File: src/rtl/uart_prog_loader.sv
// Framed program loader: SYNC, LEN, LEN data bytes, CHK (8-bit sum).
// Writes the payload into instruction RAM and releases the CPU on a good checksum.
module uart_prog_loader #(
  parameter int          ADDR_W    = 8,
  parameter logic [7:0]  SYNC_BYTE = 8'hA5,
  parameter int          TIMEOUT   = 20000
) (
  input  logic              clk,
  input  logic              rst,
  input  logic [7:0]        rx_data,
  input  logic              rx_valid,
  output logic              mem_we,
  output logic [ADDR_W-1:0] mem_addr,
  output logic [7:0]        mem_wdata,
  output logic              cpu_reset,
  output logic              busy,
  output logic              load_done,
  output logic              load_error
);

  localparam int TW = $clog2(TIMEOUT + 1);

  typedef enum logic [1:0] {
    IDLE = 2'd0,
    LEN  = 2'd1,
    DATA = 2'd2,
    CHK  = 2'd3
  } state_t;

  state_t            r_state;
  logic [7:0]        r_len;
  logic [7:0]        r_count;
  logic [7:0]        r_sum;
  logic [TW-1:0]     r_tcnt;
  logic              r_mem_we;
  logic [ADDR_W-1:0] r_mem_addr;
  logic [7:0]        r_mem_wdata;
  logic              r_cpu_reset;
  logic              r_load_done;
  logic              r_load_error;

  logic [7:0]        w_cnt_next;
  logic [7:0]        w_sum_next;
  logic [TW-1:0]     w_tnext;

  assign w_cnt_next = r_count + 8'd1;
  assign w_sum_next = r_sum + rx_data;
  assign w_tnext    = r_tcnt + 1'b1;

  always_ff @(posedge clk) begin
    if (rst) begin
      r_state      <= IDLE;
      r_len        <= '0;
      r_count      <= '0;
      r_sum        <= '0;
      r_tcnt       <= '0;
      r_mem_we     <= 1'b0;
      r_mem_addr   <= '0;
      r_mem_wdata  <= '0;
      r_cpu_reset  <= 1'b1;
      r_load_done  <= 1'b0;
      r_load_error <= 1'b0;
    end else begin
      r_mem_we    <= 1'b0;
      r_load_done <= 1'b0;
      if (rx_valid) begin
        // A byte always restarts the inter-byte timer, even at the limit
        r_tcnt <= '0;
        case (r_state)
          IDLE: begin
            if (rx_data == SYNC_BYTE) begin
              r_state      <= LEN;
              r_cpu_reset  <= 1'b1;
              r_load_error <= 1'b0;
              r_mem_addr   <= '0;
              r_sum        <= '0;
              r_count      <= '0;
            end
          end
          LEN: begin
            if (rx_data == 8'd0) begin
              r_state      <= IDLE;
              r_load_error <= 1'b1;
            end else begin
              r_len   <= rx_data;
              r_state <= DATA;
            end
          end
          DATA: begin
            r_mem_we    <= 1'b1;
            r_mem_addr  <= ADDR_W'(r_count);
            r_mem_wdata <= rx_data;
            r_sum       <= w_sum_next;
            r_count     <= w_cnt_next;
            if (w_cnt_next == r_len) r_state <= CHK;
          end
          CHK: begin
            r_state <= IDLE;
            if (rx_data == r_sum) begin
              r_cpu_reset <= 1'b0;
              r_load_done <= 1'b1;
            end else begin
              r_load_error <= 1'b1;
            end
          end
          default: r_state <= IDLE;
        endcase
      end else if (r_state != IDLE) begin
        if (w_tnext == TW'(TIMEOUT)) begin
          r_state      <= IDLE;
          r_load_error <= 1'b1;
          r_tcnt       <= '0;
        end else begin
          r_tcnt <= w_tnext;
        end
      end
    end
  end

  assign mem_we     = r_mem_we;
  assign mem_addr   = r_mem_addr;
  assign mem_wdata  = r_mem_wdata;
  assign cpu_reset  = r_cpu_reset;
  assign busy       = (r_state != IDLE);
  assign load_done  = r_load_done;
  assign load_error = r_load_error;

endmodule

File: config.mk
export PLATFORM = sky130hd
export DESIGN_NAME = uart_prog_loader
export DESIGN_NICKNAME = d
export VERILOG_FILES = /design/src/rtl/uart_prog_loader.sv
export SDC_FILE = /design/constraint.sdc
export NUM_CORES = 1
export LEC_CHECK = 0
export ABC_AREA = 1
export BUFFER_PORTS_ARGS = -buffer_cell sky130_fd_sc_hd__buf_4
export CORE_AREA = 2 2 72 101
export DETAILED_ROUTE_END_ITERATION = 10
export DIE_AREA = 0 0 74 103
export GPL_ROUTABILITY_DRIVEN = 0
export PLACE_DENSITY_LB_ADDON = 0.15
export SYNTH_ARGS = -nofsm -noshare
export SYNTH_HDL_FRONTEND = slang
export SYNTH_SLANG_ARGS = --single-unit
File: constraint.sdc
create_clock -name clk -period 1.96 [get_ports clk]
set_input_delay 0.392 -clock clk [delete_from_list [all_inputs] [get_ports clk]]
set_output_delay 0.392 -clock clk [all_outputs]
set_load 0.05 [all_outputs]
---- After elaboration in Yosys (flattened, before gate mapping) ----
Cells that the tools add are included.
Widths: inputs -> output; s select.
word-level totals
  register bits after elaboration ......... 61
  latch bits .............................. 0
  RAM bits ................................ 0
  bits in read-only memories .............. 0
  output and inout port bits .............. 21
  memories kept ........................... 0
cells by class
  $add $sub $neg .......................... 3
  multiply operators ...................... 0
  divide/modulo/power cells ............... 0
  $lt $le $gt $ge ......................... 0
  eq/ne operators ......................... 14
  shift operators ......................... 0
  mux-type cells .......................... 24
  bitwise gates (word level) .............. 3
  reductions and logical operators ........ 16
operators by type and width
  kind                   count
  $pmux 8 s2             3
  $eq 8x8->1             2
  $add 15x1->15 const B  1
  $eq 15x15->1 const B   1
  $mux 15                1
  $mux 2                 6
  $ne 3x3->1 const B     4
  $mux 1                 10
  $reduce_bool 2->1      5
  $add 8x1->8 const B    1
  $add 8x8->8            1
  $eq 8x8->1 const B     1
  $logic_not 8->1        1
  $mux 8                 1
  $pmux 2 s4             1
  $reduce_and 4->1       2
  $reduce_and 3->1       2
  $reduce_and 6->1       1
  $eq 2x2->1 const B     2
  $ne 2x2->1 const B     2
  $ne 4x1->1 const B     1
  $reduce_or 2->1        2
  $not 1->1              3
  $pmux 1 s3             1
  other kinds (5)        5

---- Logic depth before layout (Yosys ltp) ----
  depth in word-level cells ............... 5
  depth in mapped cells ................... 16

---- Worst setup path after synthesis ----
No wires, ideal clock.
  path kind ............................... in2reg
  from .................................... in rx_data[0]
  to ...................................... reg r_sum[6]
  arrival time ............................ 1.827 ns
  setup slack ............................. 0.063 ns
  stages .................................. 12
  path through ............................ ha_1 fa_1 nand2_1 inv_1 o21ai_0 and2_1 or2_2 nand2_1 a21o_1 nand2_1 nand3_1 a21oi_1
between the ends
  word-level cells in the longest chain between the ends .. 3
  elaborated cells between the ends (all ways) .. 5
  classes of those cells .................. add/sub: 1; eq/ne: 2; mux: 1; reduce/logical: 1
RTL lines
  element                                                              RTL line  source
  from (decl)                                                          10        input logic [7:0] rx_data,
  parallel branches: the longest is 3 deep, another holds $add 8x8->8  -
  to (signal assigned)                                                 93        r_sum <= w_sum_next;
  to (decl)                                                            33        logic [7:0] r_sum;
Several ways; the timed one is not identified.
A chain may end at the register's enable or synchronous reset.

---- Final worst setup path ----
  from .................................... reg r_tcnt[1]
  to ...................................... reg r_state[1]
between the ends
  word-level cells in the longest chain between the ends .. 4
RTL lines
  element                      RTL line  source
  from (decl)                  34        logic [TW-1:0] r_tcnt;
  from (signal assigned)       114       r_tcnt <= w_tnext;
  $add 15x1->15                48        assign w_tnext = r_tcnt + 1'b1;
  $eq 15x15->1                 109       if (w_tnext == TW'(TIMEOUT)) begin
  $reduce_bool 2->1 (no line)  -
  $reduce_and 4->1 (no line)   -
  to (signal assigned)         52        r_state <= IDLE;
  to (signal assigned)         106       default: r_state <= IDLE;
  to (signal assigned)         110       r_state <= IDLE;
  to (decl)                    30        state_t r_state;
Every way passes these cells.

==> results summary <==
The run finished with clean final reports. Final hold analysis gives a worst-case slack of 335.9 ps. The clock skew is 6.293 ps. The growth of design area from synthesis to finish is 23.28%. The number of synthesized flops with an enable pin came out at 0. Sorting the synthesized cells by how often they occur yields nand2_1, dfxtp_1, nor2_1. The number of cell rows is 36. The first detailed-routing pass ran for 5 iterations.

The core area came out at 0.006802 mm². The number of global-route vias before repair came out at 2981. Overall power consumption after layout is estimated at 2.816 mW. The number of maximum-capacitance violations came out at 0.

The clock sink count came out at 61. The synthesized cell area is 0.003284 mm². The number of buffers on the longest clock path is 2. The min-delay analysis places its worst path in the category in2reg. The fraction of layout cells with a size suffix above 1 came out at 0.2102. In this run the clock root is driven by a clkbuf_8. The final setup violation count came out at 0. The number of cells on the worst reg-to-reg path came out at 15. After clock tree synthesis, the clock-pin slew on the worst setup and hold paths is 70 ps. The final net count came out at 565. The full die area is 0.007622 mm². The H-tree depth is 3.

The worst ir drop on vdd came out at 0.0004064 V. The largest total area in the synthesized netlist belongs to dfxtp_1. 32 I/O pins were placed.

Setup repair after global routing could not meet its margin everywhere. The worst path arrival time is 2130 ps. The pin slew with the least headroom to its limit is 737.8 ps. The power density relative to cell area came out at 695.6 mW/mm². Synthesis inferred 61 register bits. The net count after synthesis is 511. The wire length of the first global-routing pass is 13.66 mm. The most used flip-flop cell after synthesis is dfxtp_1.

The final cycle utilization of the critical path came out at 0.9449. The initial DRC count is 130. Of the synthesized area, sequential elements account for 0.3718.

The switching share of power came out at 0.2986. The async set-or-reset flop fraction in the synthesized netlist is 0. TritonCTS built the clock tree. Measured along the y axis, the die boundary spans 103 µm. The number of antenna violations at the first check in global routing came out at 0. The residual antenna-violating net count after detailed routing came out at 0. The via density per instance came out at 5.195.

The clock insertion delay at the later pin of the skew report came out at 340 ps. STA classifies the critical path endpoint as a register. The global-route usage over all layers came out at 0.2360. The final hold violation count came out at 0. The worst setup path category is reg2reg. Ranked by total cell area, the synthesized netlist is headed by dfxtp_1, nand2_1, nand3_1. The filler cell count came out at 671.

The hold path depth came out at 3. The clock share of power came out at 0.347. In the post-synthesis netlist, the cell with the most instances is nand2_1.

Headroom to the max-slew limit came out at 0.5076. The count of synthesis-stage warnings from yosys is 0. The TritonCTS buffer count is 9. The highest achievable clock rate came out at 0.5400 GHz. The sequential power share is 0.472. The number of instances in the placed design came out at 626. The final count of pins violating max slew came to 0. The final period demand of the worst path is 1852 ps. The die width came out at 74 µm.

The average wire per cell in the routed design came out at 13.34 µm. Entering global routing, the biggest net connects 27 pins. The most critical setup path has its startpoint at r_tcnt[1]. The post-layout instance count excluding filler cells came out at 642. The relative contribution of combinational cells to total power came out at 0.181. The worst setup path is launched from a register. The estimated wirelength of the detail-placed design is 6.182 mm. The switching power of the nets came out at 0.8409 mW. The number of diodes added for antenna fixing is 0. The total global routing overflow came out at 0.

Along the worst path, the maximum fanout reaches 5. In this run the most critical hold path is launched from rx_data[4]. The required arrival time at the worst endpoint is 2240 ps. For this configuration, the core starts out at a cell density of 0.4829.

The leakage power of the design is 1.690 nW. The synthesized netlist cell count came out at 490. The mean post-synth cell area is 6.703 µm². For this block, the routed nets add up to 8.567 mm of wire. The internal power of the cells is 1.976 mW.

The count of unresolved DRC violations after routing came out at 0. The count of cell types in the netlist came out at 37. The portion of synthesized cell area occupied by the leading cell type is 0.3718. The via total after detailed routing is 3335. Summed over all failing endpoints, the final setup total negative slack is 0 ps. The number of hold buffers added after CTS was 0.

The startpoint of the worst register-to-register path is r_tcnt[1]. The count of input and output buffers is 31.
critical path, cell delays in order (launching register included):
cell	delay (ps)
dfxtp_4	370
ha_4	150
nand3_4	110
nor2_4	220
nand2_2	60
nand2_1	50
nand2_1	70
nor2_1	100
nand2_1	80
nor2_2	150
nand3_2	100
nand2_2	100
nand2_4	60
nand2_1	50
nand2_1	50
nor2_1	70
metrics by stage:
step	instance area (µm²)	utilization	setup slack (ps)
final	4049	0.5953	108.0
after global routing	4049	0.5953	-16.54
after CTS	3931	0.5780	35.86
after detailed placement	3762	0.5532	-129.8
after global placement	3762	0.5532	-126.1
after floorplan	3284	-	62.81
worst paths after layout:
| check | to | slack (ps) |
|---|---|---|
| setup / recovery | r_state[1] | 110 |
| hold / removal | mem_wdata[4] | 340 |
| setup reg to reg | r_state[1] | 110 |
| hold reg to reg | r_sum[5] | 470 |
layout make-up:
cell class | instances | area, µm² | area share
multi-input combinational | 362 | 1891 | 0.4669
sequential | 61 | 1234 | 0.3047
timing repair buffer | 56 | 436.7 | 0.1078
inverter | 54 | 203.9 | 0.05037
clock buffer | 12 | 155.1 | 0.03832
tap | 95 | 118.9 | 0.02936
clock inverter | 2 | 10.01 | 0.002472
flip-flops by register name, summed over array words and instances (netlist names):
signal / cells
r_tcnt: 15
mem_addr: 8
mem_wdata: 8
r_count: 8
r_len: 8
r_sum: 8
r_state: 2
cpu_reset: 1
load_done: 1
load_error: 1
mem_we: 1
kinds of logic (layout without fill, tap and decap cells):
logic type               count (synthesis)  in the layout  synth area share
buffers and inverters                   68            124           0.08190
flip-flops                              61             61            0.3718
adder cells (fa/ha/maj)                 10             10           0.04038
AO/OA/AOI/OAI                           83             83            0.1375
XOR/XNOR                                 6              6           0.01600
AND/OR/NAND/NOR                        262            263            0.3524
metal layers:
metal,routed length (µm),global-route usage
met5,0,0
met4,217,0.1231
met3,312,0.04203
met2,4540,0.4196
met1,3496,0.2636
power groups by stage:
stage / Clock, mW / Combinational, mW / Sequential, mW
finish: 0.978 / 0.508 / 1.33
global route: 1.05 / 0.567 / 1.34
CTS: 1.01 / 0.502 / 1.33
detailed placement: 0 / 0.499 / 1.36
global placement: 0 / 0.497 / 1.36
floorplan: 0 / 0.269 / 1.41
cell usage in the layout, fill, tap and decap left out, types with 5 or more instances in the layout:
| cell type | n |
|---|---|
| nor2_1 | 57 |
| o21ai_0 | 35 |
| nand2_1 | 113 |
| nor2_2 | 5 |
| dfxtp_1 | 55 |
| clkbuf_8 | 11 |
| nand4_1 | 9 |
| nor2_4 | 6 |
| ha_1 | 6 |
| a21oi_1 | 30 |
| nand3_1 | 44 |
| inv_1 | 49 |
| nand2_2 | 7 |
| buf_4 | 54 |
| nor3_1 | 5 |
timing repair:
action	CTS	global route
gates resized for setup	2	31
hold endpoints to repair	0	0
gates cloned	0	1
setup buffers	0	1
pin swaps	0	12
setup endpoints to repair	5	12
Power figures use the tool's default switching activity.
